==> src/rtl/dcram_ctl_pkg.sv <==
// Shared encodings for the data-cache RAM access controller.
// Holds the controller state codes, bank-select codes and the full write-enable mask.
package dcram_ctl_pkg;

    localparam logic [1:0] StIdle = 2'd0;
    localparam logic [1:0] StFill = 2'd1;
    localparam logic [1:0] StWb   = 2'd2;

    localparam logic [1:0] BS_NONE = 2'b00;
    localparam logic [1:0] BS_W0   = 2'b01;
    localparam logic [1:0] BS_W1   = 2'b10;

    localparam logic [3:0] WE_FULL = 4'hF;

    function automatic logic [1:0] way_to_bs(input logic way);
        return way ? BS_W1 : BS_W0;
    endfunction

endpackage

==> src/rtl/dcram_ctl_starve.sv <==
// Starvation bound for fill/copy-back beats.
// Counts the cycles the pipe beats a waiting engine beat; force_o grants the engine once the bound is hit.
module dcram_ctl_starve
    import dcram_ctl_pkg::*;
#(
    parameter int unsigned MAX_WAIT = 4
) (
    input  logic clk,
    input  logic reset,
    input  logic req_other_i,
    input  logic beat_issued_i,
    output logic force_o
);

    localparam int unsigned CntW = $clog2(MAX_WAIT + 1);

    logic [CntW-1:0] wait_q, wait_d;

    assign force_o = (wait_q == CntW'(MAX_WAIT));

    always_comb begin
        wait_d = wait_q;
        if (beat_issued_i) begin
            wait_d = '0;
        end else if (req_other_i && !force_o) begin
            wait_d = wait_q + 1'b1;
        end
    end

    always_ff @(posedge clk) begin
        if (reset) begin
            wait_q <= '0;
        end else begin
            wait_q <= wait_d;
        end
    end

endmodule

==> src/rtl/dcram_ctl.sv <==
// Data-cache RAM controller: shares the single dcram port between the pipe, the line-fill
// engine and the victim copy-back reader, and drives the dcram pins directly.
module dcram_ctl
    import dcram_ctl_pkg::*;
#(
    parameter int unsigned ADDR_W   = 12,
    parameter int unsigned BEATS    = 2,
    parameter int unsigned MAX_WAIT = 4
) (
    input  logic              clk,
    input  logic              reset,
    input  logic              pipe_req,
    input  logic [3:0]        pipe_we,
    input  logic [ADDR_W-1:0] pipe_addr,
    input  logic              pipe_way,
    input  logic [63:0]       pipe_wdata,
    input  logic              pipe_hold,
    output logic              pipe_gnt,
    input  logic              fill_start,
    input  logic [ADDR_W-1:0] fill_addr,
    input  logic              fill_way,
    input  logic              fill_valid,
    input  logic [63:0]       fill_data,
    output logic              fill_ready,
    output logic              fill_done,
    input  logic              wb_start,
    input  logic [ADDR_W-1:0] wb_addr,
    input  logic              wb_way,
    output logic              wb_valid,
    output logic              wb_done,
    output logic              busy,
    output logic [63:0]       ram_data_in,
    output logic [3:0]        ram_we,
    output logic              ram_bypass,
    output logic [1:0]        ram_bank_sel,
    output logic              ram_reg_enable,
    output logic [ADDR_W-1:0] ram_addr
);

    localparam int unsigned BeatW = $clog2(BEATS);
    localparam logic [BeatW-1:0] LastBeat = BeatW'(BEATS - 1);

    logic [1:0]        state_q, state_d;
    logic [BeatW-1:0]  beat_q, beat_d;
    logic [ADDR_W-1:0] line_q, line_d;
    logic              way_q, way_d;
    logic              pend_q, pend_d;
    logic [ADDR_W-1:0] pend_addr_q, pend_addr_d;
    logic              pend_way_q, pend_way_d;
    logic              wb_vld_q, wb_done_q;
    logic              lw_valid_q, lw_way_q;
    logic [ADDR_W-1:0] lw_addr_q;

    logic engine_work, engine_issue, force_beat, fill_issue, wb_issue, last_beat, ram_rd;

    assign engine_work  = (state_q == StFill && fill_valid) || state_q == StWb;
    assign engine_issue = engine_work && (!pipe_req || force_beat);
    assign fill_ready   = state_q == StFill && (!pipe_req || force_beat);
    assign fill_issue   = fill_ready && fill_valid;
    assign wb_issue     = engine_issue && state_q == StWb;
    assign last_beat    = beat_q == LastBeat;

    assign pipe_gnt  = pipe_req && !engine_issue;
    assign fill_done = fill_issue && last_beat;
    assign wb_valid  = wb_vld_q;
    assign wb_done   = wb_done_q;
    assign busy      = state_q != StIdle || pend_q;

    dcram_ctl_starve #(
        .MAX_WAIT(MAX_WAIT)
    ) u_starve (
        .clk          (clk),
        .reset        (reset),
        .req_other_i  (engine_work && pipe_req),
        .beat_issued_i(engine_issue),
        .force_o      (force_beat)
    );

    always_comb begin
        ram_addr     = pipe_addr;
        ram_data_in  = pipe_wdata;
        ram_we       = '0;
        ram_bank_sel = BS_NONE;
        if (engine_issue) begin
            ram_addr     = line_q | ADDR_W'(beat_q);
            ram_bank_sel = way_to_bs(way_q);
            if (fill_issue) begin
                ram_we      = WE_FULL;
                ram_data_in = fill_data;
            end
        end else if (pipe_gnt) begin
            ram_we       = pipe_we;
            ram_bank_sel = way_to_bs(pipe_way);
        end
    end

    assign ram_rd     = ram_bank_sel != BS_NONE && ram_we == 4'h0;
    assign ram_bypass = ram_rd && lw_valid_q && lw_addr_q == ram_addr
                        && lw_way_q == ram_bank_sel[1];
    // Copy-back data must land in the output register even while the pipe is stalled.
    assign ram_reg_enable = !pipe_hold || wb_vld_q;

    always_comb begin
        state_d     = state_q;
        beat_d      = beat_q;
        line_d      = line_q;
        way_d       = way_q;
        pend_d      = pend_q;
        pend_addr_d = pend_addr_q;
        pend_way_d  = pend_way_q;
        case (state_q)
            StIdle: begin
                if (wb_start) begin
                    state_d = StWb;
                    line_d  = wb_addr;
                    way_d   = wb_way;
                    beat_d  = '0;
                    // Victim is read out before the fill overwrites it.
                    if (fill_start) begin
                        pend_d      = 1'b1;
                        pend_addr_d = fill_addr;
                        pend_way_d  = fill_way;
                    end
                end else if (fill_start) begin
                    state_d = StFill;
                    line_d  = fill_addr;
                    way_d   = fill_way;
                    beat_d  = '0;
                end
            end
            StFill: begin
                if (fill_issue) begin
                    beat_d = beat_q + 1'b1;
                    if (last_beat) state_d = StIdle;
                end
            end
            StWb: begin
                if (wb_issue) begin
                    beat_d = beat_q + 1'b1;
                    if (last_beat) begin
                        if (pend_q) begin
                            state_d = StFill;
                            line_d  = pend_addr_q;
                            way_d   = pend_way_q;
                            pend_d  = 1'b0;
                            beat_d  = '0;
                        end else begin
                            state_d = StIdle;
                        end
                    end
                end
            end
            default: state_d = StIdle;
        endcase
    end

    always_ff @(posedge clk) begin
        if (reset) begin
            state_q     <= StIdle;
            beat_q      <= '0;
            line_q      <= '0;
            way_q       <= 1'b0;
            pend_q      <= 1'b0;
            pend_addr_q <= '0;
            pend_way_q  <= 1'b0;
            wb_vld_q    <= 1'b0;
            wb_done_q   <= 1'b0;
            lw_valid_q  <= 1'b0;
            lw_addr_q   <= '0;
            lw_way_q    <= 1'b0;
        end else begin
            state_q     <= state_d;
            beat_q      <= beat_d;
            line_q      <= line_d;
            way_q       <= way_d;
            pend_q      <= pend_d;
            pend_addr_q <= pend_addr_d;
            pend_way_q  <= pend_way_d;
            wb_vld_q    <= wb_issue;
            wb_done_q   <= wb_issue && last_beat;
            lw_valid_q  <= ram_bank_sel != BS_NONE && ram_we != 4'h0;
            lw_addr_q   <= ram_addr;
            lw_way_q    <= ram_bank_sel[1];
        end
    end

endmodule

==> config.mk <==
export PLATFORM = sky130hd
export DESIGN_NAME = dcram_ctl
export DESIGN_NICKNAME = d
export VERILOG_FILES = /design/src/rtl/dcram_ctl_pkg.sv /design/src/rtl/dcram_ctl_starve.sv /design/src/rtl/dcram_ctl.sv
export SDC_FILE = /design/constraint.sdc
export NUM_CORES = 1
export LEC_CHECK = 0
export BUFFER_PORTS_ARGS = -buffer_cell sky130_fd_sc_hd__buf_2
export CORE_AREA = 2 2 105 107
export CTS_BUF_LIST = sky130_fd_sc_hd__clkbuf_4 sky130_fd_sc_hd__clkbuf_8
export DETAILED_ROUTE_END_ITERATION = 7
export DIE_AREA = 0 0 107 109
export PLACE_DENSITY = 0.67
export SETUP_SLACK_MARGIN = 0.1
export SLEW_MARGIN = 15
export SYNTH_ARGS = -nofsm -noshare
export SYNTH_HDL_FRONTEND = slang
export SYNTH_HIERARCHICAL = 1
export SYNTH_SLANG_ARGS = --single-unit
==> constraint.sdc <==
create_clock -name clk -period 3.61 [get_ports clk]
set_input_delay 0.722 -clock clk [delete_from_list [all_inputs] [get_ports clk]]
set_output_delay 0.722 -clock clk [all_outputs]
set_load 0.005 [all_outputs]
---- Word level (Yosys, flattened, before mapping) ----
Index checks and enable logic that the tools add are counted.
cells by class
  multiply operators ...................... 0
  add/sub/neg operators ................... 2
  reduce and logical (&&, ||, !) cells .... 36
  muxes and demuxes ....................... 42
  bitwise gates (word level) .............. 1
  shifts and indexed selects .............. 0
  equality and inequality tests ........... 13
  divide/modulo/power cells ............... 0
  magnitude comparators ................... 0
operator list
  operator               count
  $mux W64               2
  $mux W12               6
  $pmux W12 S2           1
  $mux W2                10
  $mux W1                16
  $logic_and A1 B1 Y1    15
  $reduce_and A5 Y1      3
  $ne A2 B2 Y1 const B   7
  $eq A12 B12 Y1         1
  $mux W4                3
  $or A12 B1 Y12         1
  $pmux W2 S3            1
  $reduce_bool A2 Y1     3
  $logic_not A1 Y1       4
  $logic_not A4 Y1       1
  $logic_or A1 B1 Y1     4
  $pmux W1 S2            2
  $reduce_and A4 Y1      1
  $reduce_bool A4 Y1     1
  $add A3 B1 Y3 const B  1
  $eq A3 B3 Y1 const B   1
  $ne A3 B3 Y1 const B   1
  $pmux W1 S3            1
  $reduce_and A3 Y1      1
  7 further kinds        7
word-level totals
  register bits after elaboration ......... 49
  memory bits (read-only) ................. 0
  bits in writable memories ............... 0
  memories ................................ 0
  latch bits .............................. 0
  input port bits ......................... 178
  word-level logic and storage cells ...... 107
  output and inout bits ................... 90

---- Logic depth before layout (Yosys ltp) ----
  depth in word-level cells ............... 13
  mapped depth ............................ 10
  depth with buffers taken out ............ 10

---- Cells and area by module ----
Netlist, hierarchy kept.
modules (own cells, without submodules)
  module            sequential area each (um^2)  area an instance (um^2)  cells each  times used
  dcram_ctl         920.9                        3154.3                   372         1
  dcram_ctl_starve  60.1                         187.7                    18          1

---- Least setup slack after synthesis ----
Ideal clock, no wire load.
  kind .................................... reg2out
  start point ............................. reg u_starve.wait_q[0]
  end point ............................... out ram_bypass
  cell stages (with the launch flop) ...... 11
  arrival time ............................ 2.109 ns
  setup slack ............................. 0.779 ns
  cells stage by stage .................... dfxtp_1 > inv_1 > ha_1 > and2_1 > nand2b_2 > nand2_4 > buf_6 > mux2i_1 > xor2_1 > nand4_1 > nor4b_2
on the way
  longest elaborated chain between the ends .. 12
RTL lines
  element                                                 line                              RTL
  start, declared                                         dcram_ctl_starve.sv:17            logic [CntW-1:0] wait_q, wait_d;
  start signal, assigned                                  dcram_ctl_starve.sv:34            wait_q <= wait_d;
  $eq A3 B3 Y1 (*)                                        dcram_ctl_starve.sv:19            assign force_o = (wait_q == CntW'(MAX_WAIT));
  via force_beat                                          dcram_ctl.sv:54                   logic engine_work, engine_issue, force_beat, fill_issue, wb_issue, last_beat, ram_rd;
  $logic_or A1 B1 Y1 (*)                                  dcram_ctl.sv:57, dcram_ctl.sv:58
  $logic_and A1 B1 Y1                                     dcram_ctl.sv:57                   assign engine_issue = engine_work && (!pipe_req || force_beat);
  $logic_not A1 Y1                                        dcram_ctl.sv:63                   assign pipe_gnt = pipe_req && !engine_issue;
  $logic_and A1 B1 Y1                                     dcram_ctl.sv:63
  $mux W4 or $mux W2 (tied branches)                      dcram_ctl.sv:91                   end else if (pipe_gnt) begin
  $mux W4 or $mux W2 (tied branches)                      dcram_ctl.sv:84                   if (engine_issue) begin
  $logic_not A4 Y1 or $reduce_bool A2 Y1 (tied branches)  dcram_ctl.sv:97                   assign ram_rd = ram_bank_sel != BS_NONE && ram_we == 4'h0;
  $logic_and A1 B1 Y1                                     dcram_ctl.sv:97
  $logic_and A1 B1 Y1 (2 in series)                       dcram_ctl.sv:98                   assign ram_bypass = ram_rd && lw_valid_q && lw_addr_q == ram_addr
  $logic_and A1 B1 Y1 (*)                                 dcram_ctl.sv:99                   && lw_way_q == ram_bank_sel[1];
  end, declared                                           dcram_ctl.sv:34                   output logic ram_bypass,
Mark *: on every way through the listed nets, which the timed path passes. The rest lies on a longest branch.

---- Worst setup path in the final report ----
  start point ............................. reg u_starve.wait_q[1]
  end point ............................... out ram_bypass
Same word-level chain as after synthesis.

==> summary.md <==
| Metric | Value |
|---|---|
| Layout cell share with drive strength beyond 1 | 56.2% |
| Routed vias | 3,799 |
| # Post-CTS Setup Buffers | 0 |
| Area Growth Syn to Fin | 49.3% |
| YS warnings | 6 |
| Slew margin rel. | 35.8% |
| Hold Vio Cnt, Final | 0 |
| Setup TNS | 0 ns |
| I/O Pins | 268 |
| Number of remaining DRC errors | 0 |
| Register area share after synthesis | 29.4% |
| Die width | between 100 and 150 um |
| Max-Cap Viols | 0 |
| GP Congestion | 0.862 |
| Standard-cell row count | 38 |
| Min Tclk post-route | 3.47 ns |
| Crit. End Element | primary output |
| Number of global-route vias before repair | 3,558 |
| Core ar. | approximately 11,000 um^2 |
| Slew @ Worst Pin | 0.963 ns |
| Skew-Pair Late Insertion Delay | 0.31 ns |
| Nets | approximately 830 |
| Power per cell area | 441 nW/um^2 |
| Largest net degree at the start of global routing | 52 |
| # hold bufs at CTS | 0 |
| Die area | 11,700 um^2 |
| Hold slack | 0.458 ns |
| Design area | 4990 um^2 |
| Syn Area/Cell | 8.57 um^2 |
| CTS tree | built |
| Worst-path clk slew | ~0.09 ns |
| Status | finished, final reports clean |
| Final Slew Violations | 0 |
| Final HPWL DP | approximately 11 mm |
| Initial antenna violation count | 1 |
| Via/cell ratio | 4.81 |
| Required time of the worst setup path | 2.89 ns |
| Clock root buffer | clkbuf_8 |
| CTS max path bufs | 2 |
| I/O Buffers | approximately 270 |
| Synth unique cells | 46 |
| Starting Density | 31.5% |
| Clock sinks | 49 |
| Synthesized area | 3340 um^2 |
| Total grt overflow | 0 |
| Avg WL per Cell | 16.4 um |
| First-pass GRT wire length | 18.1 mm |
| Post-synth EDFFs | 0 |
| Drt initial violations | 187 |
| Post-Syn Instances | 390 |
| Setup CP Type | reg2out |
| Inst Count DP | 779 |
| P_leak | approximately 2.5 nW |
| Overall power | 0.00220 W |
| Async SR Flop Fraction | 0% |
| Crit Path Max Fanout | 7 |
| Yosys top cell area share | between 20 and 30% |
| #FFs+latches synth | 49 |
| FMAX | around 290 MHz |
| DRT antenna net count | 0 |
| Chip height | around 110 um |
| CP Launch Type | flop |
| Final number of setup-violating endpoints | 0 |
| Largest cells by area after synthesis | dfxtp_1 (29%), mux2_2 (22%), mux2i_1 (10%) |
| Worst hold path type | reg2reg |
| RSZ-0062 raised after global routing | no |
| Post-synth top area cell | dfxtp_1 |
| TritonCTS Buffers | 5 |
| Final wirelength | 13.0 mm |
| DP Area | 4810 um^2 |
| Syn Nets | 574 |
| Drt pass-1 iters | 6 |
| Max IR drop VDD | about 0.21 mV |
| Clk_skew | just under 0.007 ns |
| # H-tree levels | 2 |
| Most used flip-flop cell after synthesis | dfxtp_1 |
| Data arrival, critical path | between 2 and 3 ns |
| Final Cycle Share | a little over nine tenths |
| GRT Resource Usage Total | approximately 20% |
| Finished Layout Cells | 790 |
==> worst max-delay path, cell delays in order (launching register included) <==
cell,delay [ns]
dfxtp_1,0.39
inv_1,0.06
ha_1,0.21
and2_1,0.20
nand2b_4,0.23
nand2_8,0.12
mux2i_1,0.34
xor2_1,0.20
nand4_1,0.16
nor4b_2,0.36
buf_2,0.17
==> layout make-up <==
cell class              instances  area (um^2)
diodes                          1         2.50
clock buffers                   6         82.6
clock inverters                 2         13.8
fillers                      1079         5610
inverters                      22         82.6
multi-input cells             298         2270
flip-flops and latches         49          982
well taps                     140          175
repair buffers                272         1390
==> sequential cells by signal, summed over array words and instances, names as in the netlist, 2 cells and up <==
| signal | flops |
|---|---|
| lw_addr_q | 12 |
| state_q | 2 |
| u_starve/wait_q | 3 |
| pend_addr_q | 12 |
| line_q | 12 |
==> stage by stage <==
step | setup slack [ns] | util, %
CTS | 0.111 | 46.5
detailed placement | 0.264 | 45.4
floorplan | 0.779 | -
finish | 0.136 | 47.1
global placement | 0.379 | 45.4
global route | 0.0580 | 47.1
==> cell usage in the layout (no fill, tap or decap), types with 4 or more instances in the layout <==
cell      synthesis  layout
mux2i_1          34      29
buf_2             2     267
mux2_2           64      64
nor3_1            5       5
ha_1              6       5
clkbuf_8          0       6
dfxtp_1          49      48
o21ai_0          22      22
nand2_1          57      57
mux2i_2           2       5
nand4_1           4       4
xor2_1            8       8
inv_1            20      20
buf_4             0       4
a21oi_1          21      21
nor2_1           30      29
==> logic make-up (layout without fill, tap and decap cells) <==
family,after synthesis,in the layout,share of synthesized area (%)
buffers and inverters,45,302,5.58
DFF,49,49,29.4
and+or+nand+nor,121,123,16.8
adders and majority gates,6,6,2.25
other,0,1,0
AOI/OAI and AO/OA,56,56,9.88
muxes,102,102,33.2
xor gates and xnor gates,11,11,2.88
==> per-layer routing <==
metal | routed length (um) | share of wire (%) | GRT usage, % | vias up
met1 | 5410 | 42 | 26.0 | 1739
met5 | 0 | 0 | 0 | -
met4 | 272 | 2.1 | 6.49 | 0
met3 | 1240 | 9.5 | 5.86 | 16
li1 | - | - | - | 1864
met2 | 6040 | 47 | 31.8 | 180
==> timing repair <==
| item | 4_1_cts | 5_1_grt |
|---|---|---|
| setup endpoints to repair | 1 | 1 |
| gates cloned | 1 | 1 |
| pin swaps | 1 | 2 |
| resized for setup | 2 | 11 |
==> cell usage after synthesis (4+ instances only) <==
| library cell | number |
|---|---|
| o21ai_0 | 22 |
| mux2_2 | 64 |
| ha_1 | 6 |
| nand2_1 | 57 |
| xor2_1 | 8 |
| a21oi_1 | 21 |
| mux2i_1 | 34 |
| nor3_1 | 5 |
| clkbuf_1 | 18 |
| dfxtp_1 | 49 |
| inv_1 | 20 |
| nand4_1 | 4 |
| nor2_1 | 30 |
==> final timing paths <==
path                      start             end  slack [ns]  cells past startpoint
max          u_starve/wait_q[1]      ram_bypass        0.14                     10
max reg2reg  u_starve/wait_q[1]       line_q[4]        1.42                     10
min reg2reg      pend_addr_q[1]  pend_addr_q[1]        0.46                      2
min              pend_addr_q[1]  pend_addr_q[1]        0.46                      2
==> report_power, final <==
part,internal [W],switching (W)
clock,0.000156,0.000191
combinational,0.000533,0.000587
sequential,0.000650,0.0000858
total,0.00134,0.000864
Power figures use the tool's default switching activity.
